**config.mk**
```make
export PLATFORM = sky130hd
export DESIGN_NAME = am9513_exec_sched
export DESIGN_NICKNAME = d
export VERILOG_FILES = /design/src/rtl/am9513_exec_sched.sv
export SDC_FILE = /design/constraint.sdc
export NUM_CORES = 1
export LEC_CHECK = 0
export BUFFER_PORTS_ARGS = -buffer_cell sky130_fd_sc_hd__buf_2
export CORE_AREA = 2 2 351 353
export DETAILED_ROUTE_END_ITERATION = 10
export DIE_AREA = 0 0 353 355
export PLACE_DENSITY_LB_ADDON = 0.05
export RECOVER_POWER = 25
export SETUP_SLACK_MARGIN = 0.5
export SYNTH_ARGS = -nofsm -noshare
export SYNTH_HDL_FRONTEND = slang
export SYNTH_SLANG_ARGS = --single-unit
```
**constraint.sdc**
```tcl
create_clock -name clk -period 4.8 [get_ports clk]
set_input_delay 0.24 -clock clk [delete_from_list [all_inputs] [get_ports clk]]
set_output_delay 0.24 -clock clk [all_outputs]
set_load 0.01 [all_outputs]
```
**src/rtl/am9513_exec_sched.sv**
```systemverilog
// Issue scheduler for the Am9513 shared EU: arbitrates legacy and CAI requests,
// decodes them, runs one op at a time and keeps per-context sticky IEEE flags.
module am9513_exec_sched #(
  parameter int         CTX_COUNT      = 4,
  parameter logic [7:0] LEG_FMT        = 8'h01,
  parameter logic [2:0] DEF_MODE       = 3'd2,
  parameter int         TIMEOUT_CYCLES = 1024,
  localparam int        CW             = $clog2(CTX_COUNT),
  localparam int        TW             = $clog2(TIMEOUT_CYCLES + 1)
) (
  input  logic          clk,
  input  logic          rst,
  input  logic          leg_req_valid,
  output logic          leg_req_ready,
  input  logic [7:0]    leg_req_op,
  input  logic [63:0]   leg_req_a,
  input  logic [63:0]   leg_req_b,
  input  logic [63:0]   leg_req_c,
  output logic          leg_rsp_valid,
  input  logic          leg_rsp_ready,
  output logic [63:0]   leg_rsp_data,
  output logic [4:0]    leg_rsp_flags,
  input  logic          cai_req_valid,
  output logic          cai_req_ready,
  input  logic [31:0]   cai_req_opcode,
  input  logic [31:0]   cai_req_flags,
  input  logic [CW-1:0] cai_req_ctx,
  input  logic [63:0]   cai_req_a,
  input  logic [63:0]   cai_req_b,
  input  logic [63:0]   cai_req_c,
  output logic          cai_rsp_valid,
  input  logic          cai_rsp_ready,
  output logic [63:0]   cai_rsp_data,
  output logic [4:0]    cai_rsp_flags,
  output logic          cai_rsp_err,
  output logic          eu_start,
  output logic          eu_abort,
  output logic [7:0]    eu_func,
  output logic [7:0]    eu_fmt,
  output logic [2:0]    eu_mode,
  output logic [63:0]   eu_a,
  output logic [63:0]   eu_b,
  output logic [63:0]   eu_c,
  input  logic          eu_done,
  input  logic [63:0]   eu_result,
  input  logic [4:0]    eu_flags,
  input  logic [CW-1:0] flag_ctx,
  input  logic          flag_clr,
  output logic [4:0]    flag_rd,
  output logic          busy,
  output logic [1:0]    dbg_state
);
  // Handshakes: a transfer occurs on the rising edge where valid && ready are both
  // high; a raised valid holds with stable payload until then. Request ready is
  // combinational on both request valids; response valid never waits on ready.
  typedef enum logic [1:0] {IDLE, ISSUE, WAIT, RESP} state_t;
  localparam logic [4:0] FLAG_NV = 5'b00001;

  state_t        state_q, state_d;
  logic          last_cai_q, own_leg_q;
  logic [CW-1:0] ctx_q;
  logic [TW-1:0] wait_cnt_q;
  logic [4:0]    sticky_q [CTX_COUNT];
  logic [4:0]    sticky_d [CTX_COUNT];
  logic          grant_leg, acc_leg, acc_cai, leg_ok, cai_ok, timeout, finish_op;
  logic          set_en;
  logic [4:0]    set_flags;
  logic [CW-1:0] set_ctx;
  logic [7:0]    leg_func;
  logic [2:0]    cai_mode;
  logic          unused_flags;

  function automatic logic [7:0] leg_map(input logic [7:0] op);
    case (op)
      8'h01:   leg_map = 8'h01;
      8'h02:   leg_map = 8'h03;
      8'h03:   leg_map = 8'h04;
      8'h04:   leg_map = 8'h05;
      8'h05:   leg_map = 8'h06;
      default: leg_map = 8'h00;
    endcase
  endfunction

  function automatic logic cai_func_defined(input logic [7:0] f);
    cai_func_defined = (f >= 8'h01 && f <= 8'h0A) || (f >= 8'h10 && f <= 8'h14) ||
                       (f >= 8'h20 && f <= 8'h27);
  endfunction

  assign unused_flags = ^cai_req_flags[31:4];
  assign leg_func     = leg_map(leg_req_op);
  assign leg_ok       = (leg_func != 8'h00);
  assign cai_mode     = cai_req_flags[0] ? cai_req_flags[3:1] : DEF_MODE;
  assign cai_ok       = cai_req_opcode[31] && (cai_req_opcode[30:16] == 15'h0) &&
                        cai_func_defined(cai_req_opcode[7:0]) &&
                        (!cai_req_flags[0] || (cai_req_flags[3:1] <= 3'd2));

  // last_cai_q set means CAI won the previous grant, so legacy wins a tie.
  assign grant_leg = leg_req_valid && (!cai_req_valid || last_cai_q);
  assign acc_leg   = leg_req_valid && leg_req_ready;
  assign acc_cai   = cai_req_valid && cai_req_ready;
  assign timeout   = (wait_cnt_q == TW'(TIMEOUT_CYCLES - 1));
  assign finish_op = (state_q == WAIT) && (eu_done || timeout);
  assign set_en    = finish_op || (acc_leg && !leg_ok);
  assign set_flags = ((state_q == WAIT) && eu_done) ? eu_flags : FLAG_NV;
  assign set_ctx   = finish_op ? ctx_q : '0;
  assign busy      = (state_q != IDLE);
  assign dbg_state = state_q;
  assign flag_rd   = sticky_q[flag_ctx];
  assign leg_rsp_valid = (state_q == RESP) && own_leg_q;
  assign cai_rsp_valid = (state_q == RESP) && !own_leg_q;

  always_comb begin
    state_d       = state_q;
    leg_req_ready = 1'b0;
    cai_req_ready = 1'b0;
    eu_start      = 1'b0;
    eu_abort      = 1'b0;
    case (state_q)
      IDLE: begin
        leg_req_ready = grant_leg;
        cai_req_ready = cai_req_valid && !grant_leg;
        if (grant_leg)          state_d = leg_ok ? ISSUE : RESP;
        else if (cai_req_valid) state_d = cai_ok ? ISSUE : RESP;
      end
      ISSUE: begin
        eu_start = 1'b1;
        state_d  = WAIT;
      end
      WAIT: begin
        if (eu_done) begin
          state_d = RESP;
        end else if (timeout) begin
          eu_abort = 1'b1;
          state_d  = RESP;
        end
      end
      RESP: if (own_leg_q ? leg_rsp_ready : cai_rsp_ready) state_d = IDLE;
      default: state_d = IDLE;
    endcase
  end

  always_ff @(posedge clk) begin
    if (rst) begin
      state_q       <= IDLE;
      last_cai_q    <= 1'b1;
      own_leg_q     <= 1'b0;
      ctx_q         <= '0;
      wait_cnt_q    <= '0;
      eu_func       <= '0;
      eu_fmt        <= '0;
      eu_mode       <= '0;
      eu_a          <= '0;
      eu_b          <= '0;
      eu_c          <= '0;
      leg_rsp_data  <= '0;
      leg_rsp_flags <= '0;
      cai_rsp_data  <= '0;
      cai_rsp_flags <= '0;
      cai_rsp_err   <= 1'b0;
    end else begin
      state_q <= state_d;
      if (acc_leg || acc_cai) begin
        last_cai_q <= acc_cai;
        own_leg_q  <= acc_leg;
      end
      if (acc_leg) begin
        ctx_q <= '0;
        if (leg_ok) begin
          eu_func <= leg_func;
          eu_fmt  <= LEG_FMT;
          eu_mode <= 3'd0;
          eu_a    <= leg_req_a;
          eu_b    <= leg_req_b;
          eu_c    <= leg_req_c;
        end else begin
          leg_rsp_data  <= '0;
          leg_rsp_flags <= FLAG_NV;
        end
      end
      if (acc_cai) begin
        ctx_q <= cai_req_ctx;
        if (cai_ok) begin
          eu_func <= cai_req_opcode[7:0];
          eu_fmt  <= cai_req_opcode[15:8];
          eu_mode <= cai_mode;
          eu_a    <= cai_req_a;
          eu_b    <= cai_req_b;
          eu_c    <= cai_req_c;
        end else begin
          cai_rsp_data  <= '0;
          cai_rsp_flags <= '0;
          cai_rsp_err   <= 1'b1;
        end
      end
      if (state_q == ISSUE)     wait_cnt_q <= '0;
      else if (state_q == WAIT) wait_cnt_q <= wait_cnt_q + TW'(1);
      // A timeout is the only way to finish without eu_done.
      if (finish_op) begin
        if (own_leg_q) begin
          leg_rsp_data  <= eu_done ? eu_result : '0;
          leg_rsp_flags <= set_flags;
        end else begin
          cai_rsp_data  <= eu_done ? eu_result : '0;
          cai_rsp_flags <= set_flags;
          cai_rsp_err   <= !eu_done;
        end
      end
    end
  end

  // Clear applies before the OR so a same-cycle clear and set keeps the new flags.
  always_comb begin
    for (int i = 0; i < CTX_COUNT; i++) begin
      sticky_d[i] = sticky_q[i];
      if (flag_clr && (flag_ctx == CW'(i))) sticky_d[i] = 5'b0;
      if (set_en && (set_ctx == CW'(i)))    sticky_d[i] = sticky_d[i] | set_flags;
    end
  end

  always_ff @(posedge clk) begin
    for (int i = 0; i < CTX_COUNT; i++) begin
      if (rst) sticky_q[i] <= '0;
      else     sticky_q[i] <= sticky_d[i];
    end
  end
endmodule

```
==> impl_results.md <==
* Initial DRC count at 765
* Aggregate routed wire length at 92,070 µm
* Worst r2r dst: eu_b[20]
* CTS buffer count at 54
* CP Cell Sequence: inv_1 > ha_1 > nand3_1 > inv_2 > and3_4 > buf_12 > a21oi_1 > a211oi_1 > dlygate4sd3_1
* Clk_skew at 17.15 ps
* Seq/Total Area, Yosys at 0.5002
* Sequential cell area at 7747 µm²
* Period minus WS final at 3555 ps
* Worst path slowest cell: and3_4
* Share of cells above drive strength 1 at 0.3070
* Max Freq at 281.3 MHz
* Pre-CTS setup slack at 1294 ps
* Syn_nets at 2,227
* Multi-input gate area at 6999 µm²
* Primary FF master, synth: dfxtp_1
* CP Data Arrival Time at 4140 ps
* P_sw at 2.466 mW
* Reg-to-reg startpoint: dbg_state[1]
* IO Port Bufs at 872
* Highest-count cells in the layout ignoring fill and taps: buf_2, dlygate4sd3_1, dfxtp_1
* Die H at 355 µm
* WHS Endpoint: eu_c[63]
* Max Cap Viol at 0
* Hold-fix buffers at CTS at 466
* Largest net degree at the start of global routing at 162
* Remaining Overflow, GRT at 0
* DIE AREA at 125,300 µm²
* Cells after synthesis at 1,685
* Initial antenna violation count at 39
* Slew @ Worst Pin at 1019 ps
* Outcome: complete, no violations
* Root buf cell: clkbuf_16
* CTS resizes at 0
* CTS tree: done
* EDFF count, synth at 0
* Pleak at 11.66 nW
* Post-synthesis area per instance at 9.192 µm²
* Core box area at 121,400 µm²
* Mapped Area at 15,490 µm²
* Clk buf depth at 3
* Setup Buffers After CTS at 0
* Hold Vio Cnt, Final at 0
* Final setup violation count at 0
* Clk pin slew, worst setup/hold paths at 60 ps
* Synth-to-layout area growth at 79.34%
* Post-route clock period utilization at 0.7407
* TritonCTS Sinks at 387
* CP startpoint kind: flop
* Post-synthesis async set-or-reset flop share at 0
* Global Route Usage Sum at 0.1409
* Slew headroom at 0.3207
* # rows at 128
* Internal power at 6.351 mW
* PD cells at 317.4 nW/µm²
* Starting Density at 0.1276
* Layout net count at 3,494
* Post-synth cell types at 60
* Post-route ant nets at 0
* First-pass GRT wire length at 132,100 µm
* Clk pwr share at 0.466
* Routed WL per cell at 19.86 µm
* Sequential power share at 0.390
* Required time of the critical path at 5380 ps
* # DRC at 0
* Final setup TNS at 0 ps
* DR vias/cell at 3.912
* R2r setup slk at 1240 ps
* Total vias in the final route at 18,140
* Unrepaired setup endpoints after global routing: no
* Crit. End Element: flop
* Slew Limit Fails at 0
* YS warnings at 0
* Via count of the first global-routing pass at 19,230
* DRT Pass-1 Iters at 5
* Power Total at 8.817 mW
* Die width at 353 µm
* Layout fillers at 13,690
* Hold path cells at 3
* Hold Crit Class: in2reg
* IO Pins at 901
* Worst reg2reg path depth at 9
* Critical-path maximum fanout at 101
* Post-synthesis register bit count at 387
* Critical hold path startpoint: leg_req_c[63]
* Setup ws final at 1245 ps
* Peak VDD IR at 0.2461 mV
* Clock Latency Late Sink at 630 ps
* Sw frac at 0.2797
* Gate power share at 0.144
* Most common cell after layout, fill and taps aside: buf_2
* Max stage delay on crit path at 660 ps
* GP Congestion at 0.8257
* DPL Wire Length at 65,590 µm
* CTS H-tree depth at 2
* Setup CP Type: reg2reg
-- stage by stage --
| stage | util | hold slack, ps | cell area (µm²) | cells |
|---|---|---|---|---|
| after floorplan | - | 372.9 | 15490 | 1685 |
| after global placement | 0.1773 | 439.0 | 21520 | 4055 |
| after detailed placement | 0.1773 | 441.5 | 21520 | 4055 |
| after CTS | 0.2304 | 8.880 | 27970 | 4622 |
| after global routing | 0.2288 | 43.82 | 27770 | 4634 |
| final | 0.2288 | 58.96 | 27780 | 4636 |
-- worst max path at each step --
stage	depth (start not counted)	slack, ps	start	to
final	9	1240	dbg_state[1]	eu_b[20]
after global routing	9	960	dbg_state[1]	eu_b[20]
after CTS	9	1200	dbg_state[1]	eu_b[7]
after detailed placement	8	1290	cai_req_opcode[30]	cai_rsp_data[59]
after global placement	8	1300	cai_req_opcode[30]	cai_rsp_data[61]
after floorplan	9	2690	dbg_state[0]	eu_a[0]
-- sequential cells by signal, indices dropped and copies added (netlist names), 3 cells and up --
signal / flops
cai_rsp_data: 64
cai_rsp_flags: 5
eu_a: 64
eu_b: 64
eu_c: 64
eu_fmt: 8
eu_func: 8
eu_mode: 3
leg_rsp_data: 64
leg_rsp_flags: 5
sticky_q: 20
wait_cnt_q: 11
-- cells by family (layout without fill, tap and decap cells) --
group,after synthesis,in the layout,share of synthesized area
AO/OA/AOI/OAI,659,659,0.3083
AND/OR/NAND/NOR,454,454,0.1227
flip-flops,387,387,0.5002
buffers and inverters,163,1475,0.05049
XOR/XNOR,9,9,0.005089
multiplexers,8,8,0.009209
adder cells (fa/ha/maj),5,5,0.004039
other,0,14,0
-- power groups by stage --
stage	logic [mW]	clock network [mW]	registers, mW
finish	1.27	4.11	3.44
global route	1.38	4.44	3.45
CTS	1.31	4.34	3.43
detailed placement	1.10	0	3.50
global placement	1.10	0	3.50
floorplan	0.446	0	3.53
-- synthesized netlist by cell type, types with 2 or more instances --
cell type	count	area (µm²)
a211oi_1	34	255.2
a211oi_2	100	1251
a21oi_1	281	1406
a22o_1	144	1261
a22oi_1	7	52.55
a31oi_1	3	18.77
a32oi_1	4	35.03
and2_1	4	25.02
and3_1	7	43.79
buf_1	8	30.03
buf_2	34	170.2
buf_4	2	15.01
buf_6	16	180.2
clkbuf_1	92	345.3
dfxtp_1	387	7747
ha_1	5	62.56
inv_1	9	33.78
inv_2	2	7.510
mux2i_1	3	30.03
mux4_2	5	112.6
nand2_1	217	814.5
nand2b_1	2	12.51
nand3_1	23	115.1
nand4_1	5	31.28
nor2_1	161	604.3
nor2_2	2	12.51
nor2b_1	4	25.02
nor3_1	11	55.05
nor4_1	5	31.28
o211ai_1	2	15.01
o21ai_0	70	350.3
xnor2_1	5	43.79
xor2_1	4	35.03
-- final cells by class --
type                    instances  share of cell area
repair buffers               1363              0.3287
flip-flops and latches        387              0.2789
multi-input cells            1135              0.2520
well taps                    1625             0.07320
clock buffers                  91             0.06090
clock inverters                10            0.003514
inverters                      11            0.001486
diodes                         14            0.001261
-- layer usage --
layer	vias up	track usage	share of wire
met4	16	0.05277	0.035
met3	158	0.04092	0.067
met5	-	0	0.0010
met1	8751	0.1526	0.38
li1	8610	-	-
met2	603	0.2581	0.51
-- worst max-delay path, delay by kind of cell (launching register included) --
family | cells | cell delay, ps
AOI/OAI and AO/OA | 2 | 410
adders and majority gates | 1 | 230
buffers and inverters | 4 | 1390
DFF | 1 | 350
and+or+nand+nor | 2 | 900
Note: power is estimated with default switching activity, not from simulation.
